## src/rtl/cart_auth_host.sv

```systemverilog
// cart_auth_host
//   Console-side initiator/receiver for the cartridge mapper unlock sequence.
//   Drives the 5Ah/A5h unlock addresses, captures the 18-bit serial frame
//   returned on SI (start 0, 16-bit payload LSB first, trailer 0), compares
//   the payload with EXPECT and latches the sticky SYSTEM_CTRL1 bit-7 enable
//   on success.
//
// Ports:
//   CLK          system clock (shared with the cartridge mapper)
//   RSTn         asynchronous active-low reset
//   START        one-cycle request; only accepted while idle
//   SI           serial frame from cartridge SO (CLK-synchronous, idle high)
//   ADDR_O       unlock address byte, valid while ADDR_OE=1
//   ADDR_OE      address bus ownership (ACK/NAK states only)
//   CART_RSTn    cartridge reset drive, active low
//   BUSY         sequence in progress
//   DONE         one-cycle completion pulse
//   PASS         result, valid with DONE, held until next accepted START
//   WORD         captured payload, valid with DONE, held until next START
//   SYS_CTRL1_B7 sticky enable, set on PASS, cleared only by RSTn
//
// Optional build macro: CART_AUTH_RETRY_EN
//   When defined, a failed attempt pulses CART_RSTn low for 2 cycles, high
//   for 1 cycle, and re-runs the sequence up to MAX_RETRY times.
module cart_auth_host #(
  parameter logic [15:0] EXPECT    = 16'h28A0,
  parameter int unsigned TIMEOUT   = 8,
  parameter int unsigned MAX_RETRY = 3
) (
  input  logic        CLK,
  input  logic        RSTn,
  input  logic        START,
  input  logic        SI,
  output logic [7:0]  ADDR_O,
  output logic        ADDR_OE,
  output logic        CART_RSTn,
  output logic        BUSY,
  output logic        DONE,
  output logic        PASS,
  output logic [15:0] WORD,
  output logic        SYS_CTRL1_B7
);

  localparam int unsigned TW = (TIMEOUT < 2) ? 1 : $clog2(TIMEOUT);

  typedef enum logic [3:0] {
    S_IDLE,
    S_ACK,
    S_NAK,
    S_WAIT,
    S_SHIFT,
    S_TRAIL,
`ifdef CART_AUTH_RETRY_EN
    S_RLO,
    S_RHI,
`endif
    S_FIN
  } state_t;

  state_t        state, nstate;
  logic [TW-1:0] tcnt;
  logic [3:0]    bcnt;
  logic [15:0]   word_q;
  logic          pass_q;
  logic          b7_q;

  logic [7:0]    addr_c;
  logic          oe_c, busy_c, done_c, crst_c;

`ifdef CART_AUTH_RETRY_EN
  localparam int unsigned RW = (MAX_RETRY < 1) ? 1 : $clog2(MAX_RETRY + 1);
  logic [RW-1:0] retry_q;
  logic          rcnt;
  logic          retry_take;

  // A failing result in FIN is retried while attempts remain.
  assign retry_take = !pass_q && (32'(retry_q) < MAX_RETRY);
`else
  logic [31:0]   unused_max_retry;
  assign unused_max_retry = MAX_RETRY;
`endif

  // Next-state and output decode
  always_comb begin
    nstate = state;
    addr_c = '0;
    oe_c   = 1'b0;
    busy_c = 1'b1;
    done_c = 1'b0;
    crst_c = 1'b1;
    case (state)
      S_IDLE: begin
        busy_c = 1'b0;
        if (START) nstate = S_ACK;
      end
      S_ACK: begin
        addr_c = 8'h5A;
        oe_c   = 1'b1;
        nstate = S_NAK;
      end
      S_NAK: begin
        addr_c = 8'hA5;
        oe_c   = 1'b1;
        nstate = S_WAIT;
      end
      S_WAIT: begin
        if (!SI)                           nstate = S_SHIFT;
        else if (tcnt == TW'(TIMEOUT - 1)) nstate = S_FIN;
      end
      S_SHIFT: begin
        if (bcnt == 4'hF) nstate = S_TRAIL;
      end
      S_TRAIL: nstate = S_FIN;
`ifdef CART_AUTH_RETRY_EN
      S_FIN: begin
        if (retry_take) begin
          nstate = S_RLO;
        end else begin
          done_c = 1'b1;
          busy_c = 1'b0;
          nstate = S_IDLE;
        end
      end
      S_RLO: begin
        crst_c = 1'b0;
        if (rcnt) nstate = S_RHI;
      end
      S_RHI: nstate = S_ACK;
`else
      S_FIN: begin
        done_c = 1'b1;
        busy_c = 1'b0;
        nstate = S_IDLE;
      end
`endif
      default: begin
        busy_c = 1'b0;
        nstate = S_IDLE;
      end
    endcase
  end

  // State register and datapath
  always_ff @(posedge CLK or negedge RSTn) begin
    if (!RSTn) begin
      state  <= S_IDLE;
      tcnt   <= '0;
      bcnt   <= '0;
      word_q <= '0;
      pass_q <= 1'b0;
      b7_q   <= 1'b0;
`ifdef CART_AUTH_RETRY_EN
      retry_q <= '0;
      rcnt    <= 1'b0;
`endif
    end else begin
      state <= nstate;
      case (state)
        S_IDLE: begin
          if (START) begin
            pass_q <= 1'b0;
            word_q <= '0;
`ifdef CART_AUTH_RETRY_EN
            retry_q <= '0;
`endif
          end
        end
        S_NAK: begin
          tcnt <= '0;
          bcnt <= '0;
        end
        S_WAIT: begin
          if (SI) tcnt <= tcnt + 1'b1;
        end
        S_SHIFT: begin
          // LSB arrives first; after 16 shifts it sits at bit 0.
          word_q <= {SI, word_q[15:1]};
          bcnt   <= bcnt + 1'b1;
        end
        S_TRAIL: begin
          // Result is resolved here so PASS and the enable are already
          // valid during the DONE cycle.
          if (!SI && (word_q == EXPECT)) begin
            pass_q <= 1'b1;
            b7_q   <= 1'b1;
          end
        end
`ifdef CART_AUTH_RETRY_EN
        S_FIN: rcnt <= 1'b0;
        S_RLO: rcnt <= 1'b1;
        S_RHI: begin
          retry_q <= retry_q + 1'b1;
          word_q  <= '0;
        end
`endif
        default: ;
      endcase
    end
  end

  assign ADDR_O       = addr_c;
  assign ADDR_OE      = oe_c;
  assign CART_RSTn    = crst_c;
  assign BUSY         = busy_c;
  assign DONE         = done_c;
  assign PASS         = pass_q;
  assign WORD         = word_q;
  assign SYS_CTRL1_B7 = b7_q;

endmodule

```

## config.mk

```make
export PLATFORM = sky130hd
export DESIGN_NAME = cart_auth_host
export DESIGN_NICKNAME = d
export VERILOG_FILES = /design/src/rtl/cart_auth_host.sv
export SDC_FILE = /design/constraint.sdc
export NUM_CORES = 1
export LEC_CHECK = 0
export CORE_MARGIN = 8
export CORE_UTILIZATION = 37
export CTS_CLUSTER_SIZE = 20
export DETAILED_ROUTE_END_ITERATION = 8
export PLACE_DENSITY = 0.6
export SYNTH_ARGS = -nofsm -noshare
export SYNTH_HDL_FRONTEND = slang
export SYNTH_SLANG_ARGS = --single-unit
```

## constraint.sdc

```tcl
create_clock -name CLK -period 1.7 [get_ports CLK]
set_input_delay 0.34 -clock CLK [delete_from_list [all_inputs] [get_ports CLK]]
set_output_delay 0.34 -clock CLK [all_outputs]
set_load 0.03 [all_outputs]
```

==> flow_summary.yaml <==
placed_design:
  portBuffers: 32
  dp_hpwl_mm: 2.16
  pre_cts_ws_ns: 0.121
  gp_congestion: 0.697
  dp_cells: 192
logic_synthesis:
  synth_xor_xnor_area_share_pct: 0
  synth_top_family_by_area: "compound AO/OA/AOI/OAI gates"
  synthTopCellsByCount: "dfrtp_1, a22o_1, buf_4"
  avgSynthCellArea_um2: 11.6
  synth_top_flop_cell: "dfrtp_1"
  synth_most_common_cell: "dfrtp_1"
  yosys.area_share.adder_pct: 2.75
  ys_top_cells_by_area: "dfrtp_1, a22o_1, buf_4"
  syn_nets: 125
  synth_edf_count: 0
  synth.distinct_cells: 37
  syn_area_um2: 1370
  synth-simple-area-share_pct: 15.5
  seq_area_frac_synth_pct: 51.3
  synth_top_area_share_pct: 51.3
  synth_compound_area_share_pct: 21.0
  synth_area_leader_cell: "dfrtp_1"
  async_reset_ff_share_pct: 100
  synthMuxAreaShare_pct: 0.733
  synth-seq-cells: 28
  yosysWarnings: 0
  syn_inst: 118
clock_tree:
  clk_pin_slew_ns: 0.09
  cts_tree: "yes"
  htreeDepth: 1
  cts_sinks: 28
  worstSkewPairLatency_ns: 0.27
  cts_buffers: 3
  cts_hold_buf: 0
  clk_path_buf_depth: 2
  root_buffer: "clkbuf_8"
timing:
  clock.fmax_mhz: 607
  setup_slack_ns: 0.0529
  rsz0062_at_grt: "true"
  finalClockSkew_ns: 0.000899
  finalSetupViolations: 0
  min_period_over_period_pct: 96.9
  layout_min_cycle_time_ns: 1.65
  finalHoldViolations: 0
  drv_slew: 0
layout:
  drive_gt1_share_pct: 20.7
  nets: 159
  antennaDiodeCount: 0
  syn_to_final_growth_pct: 27.7
  final_util_pct: 48.3
  fin_cells: 198
pwr:
  power_density_nw_per_um2: 1440
  peakVddDrop_mv: 0.428
  finalPower_mw: 2.50
  p_leak_nw: 0.906
status:
  outcome: "complete, no violations"
detailed_routing:
  dr.max_layer_used: "met4"
  routed_via_density: 5.23
  drt_wl_total_mm: 3.05
  drt_iter0_markers: 65
  drc: 0
  route.met2.wl_mm: 1.29
  via_count: 1036
  postRouteAntennaNets: 0
  first_pass_iters: 4
  met3_wirelength_um: 313
  wl_met1_mm: 1.43
  wl_per_cell_um: 15.4
global_route:
  grt_max_degree: 29
  antenna_found_initial: 0
  grt_pass1_wl_mm: 5.00
  grt_usage_pct: 10.3
  overflow: 0
  grt_pass1_vias: 1040
floorplanning:
  core_area_um2: 3610
  rows: 22
  fp.dieW_um: 76.7
  die_y_um: 76.7
  dieArea_um2: 5890
  floorplan.initialDensity_pct: 37.9
  io_pins: 34
worst_hold_path:
  min_path_type: "input pin to asynchronous set/reset pin"
setup_path:
  required_ns: 1.36
  cp-end-kind: "output pin"
  critical_path_class: "flop to output pin"
  start_kind: "flop"
  cp_max_fo: 12
  arrival_ns: 1.31
flow_run:
  maxCapViolations: 0
==> worst max-delay path, stage by stage (launching register included) <==
cell and delay [ns]:
dfrtp_1 0.43, buf_4 0.20, nor3_1 0.18, a21oi_1 0.06, buf_4 0.17
==> logic make-up (layout without fill, tap and decap cells) <==
logic type                 Yosys count  count (layout)
AOI/OAI and AO/OA                   38              38
adders and majority gates            3               3
buffers and inverters               16              48
DFF                                 28              28
muxes                                1               1
other                                1               1
and+or+nand+nor                     31              31
==> cell type report <==
type	count	area, um^2
inverter	3	11.3
fill	344	1860
timing repair buffer	42	364
clock buffer	3	41.3
multi-input combinational	74	563
tap	48	60.1
sequential	28	703
==> timing repair <==
| action | 4_1_cts | 5_1_grt |
|---|---|---|
| buffers inserted | 0 | 3 |
| resized for setup | 18 | 5 |
| endpoints found under the hold margin | 0 | 0 |
| endpoints found under the setup margin | 25 | 9 |
| cloned | 0 | 0 |
==> sequential cells by signal, summed over array words and instances (netlist names) <==
name / count
PASS: 1
WORD: 16
tcnt: 3
SYS_CTRL1_B7: 1
state: 3
bcnt: 4
==> layout by cell type, fill, tap and decap left out, types with 2 or more instances in the layout <==
cell type,count
o21ai_1,4
dlymetal6s2s_1,3
o31ai_1,2
dfrtp_2,2
clkbuf_8,3
nand2b_1,3
nor2_1,4
nand2_1,7
buf_4,19
inv_1,3
clkdlybuf4s50_1,3
buf_6,2
nand4b_1,2
dfrtp_1,26
nor3b_4,3
ha_1,3
o21ai_0,5
a22o_1,19
dlygate4sd2_1,15
o2bb2ai_1,2
==> per-layer routing <==
metal / GRT usage (%) / vias to the layer above
met5: 0 / -
met4: 3.08 / 0
met3: 5.71 / 2
met2: 15.0 / 33
met1: 12.5 / 506
li1: - / 495
==> metrics by stage <==
step,setup TNS [ns],area (um^2),hold WS [ns]
6_report,0,1740,0.436
5_1_grt,-0.0232,1740,0.466
4_1_cts,-0.00105,1710,0.451
3_5_place_dp,0,1680,0.474
3_3_place_gp,0,1680,0.487
2_1_floorplan,0,1380,0.0444
==> path summary, 6_finish.rpt <==
| kind | start | endpoint | slack [ns] | depth (start not counted) |
|---|---|---|---|---|
| worst max-delay path | state[1] | BUSY | 0.05 | 4 |
| worst min-delay path | RSTn | WORD[3] | 0.44 | 2 |
| worst max register to register | state[1] | bcnt[3] | 0.25 | 5 |
| worst min register to register | SYS_CTRL1_B7 | SYS_CTRL1_B7 | 0.49 | 2 |
| max in group asynchronous | RSTn | state[2] | 0.98 | 2 |
| min in group CLK | SYS_CTRL1_B7 | SYS_CTRL1_B7 | 0.49 | 2 |
==> report_power, final <==
part | internal (mW) | switching (mW)
clock network | 0.159 | 0.192
registers | 0.758 | 0.122
logic | 0.540 | 0.732
(Power assumes the default switching activity.)
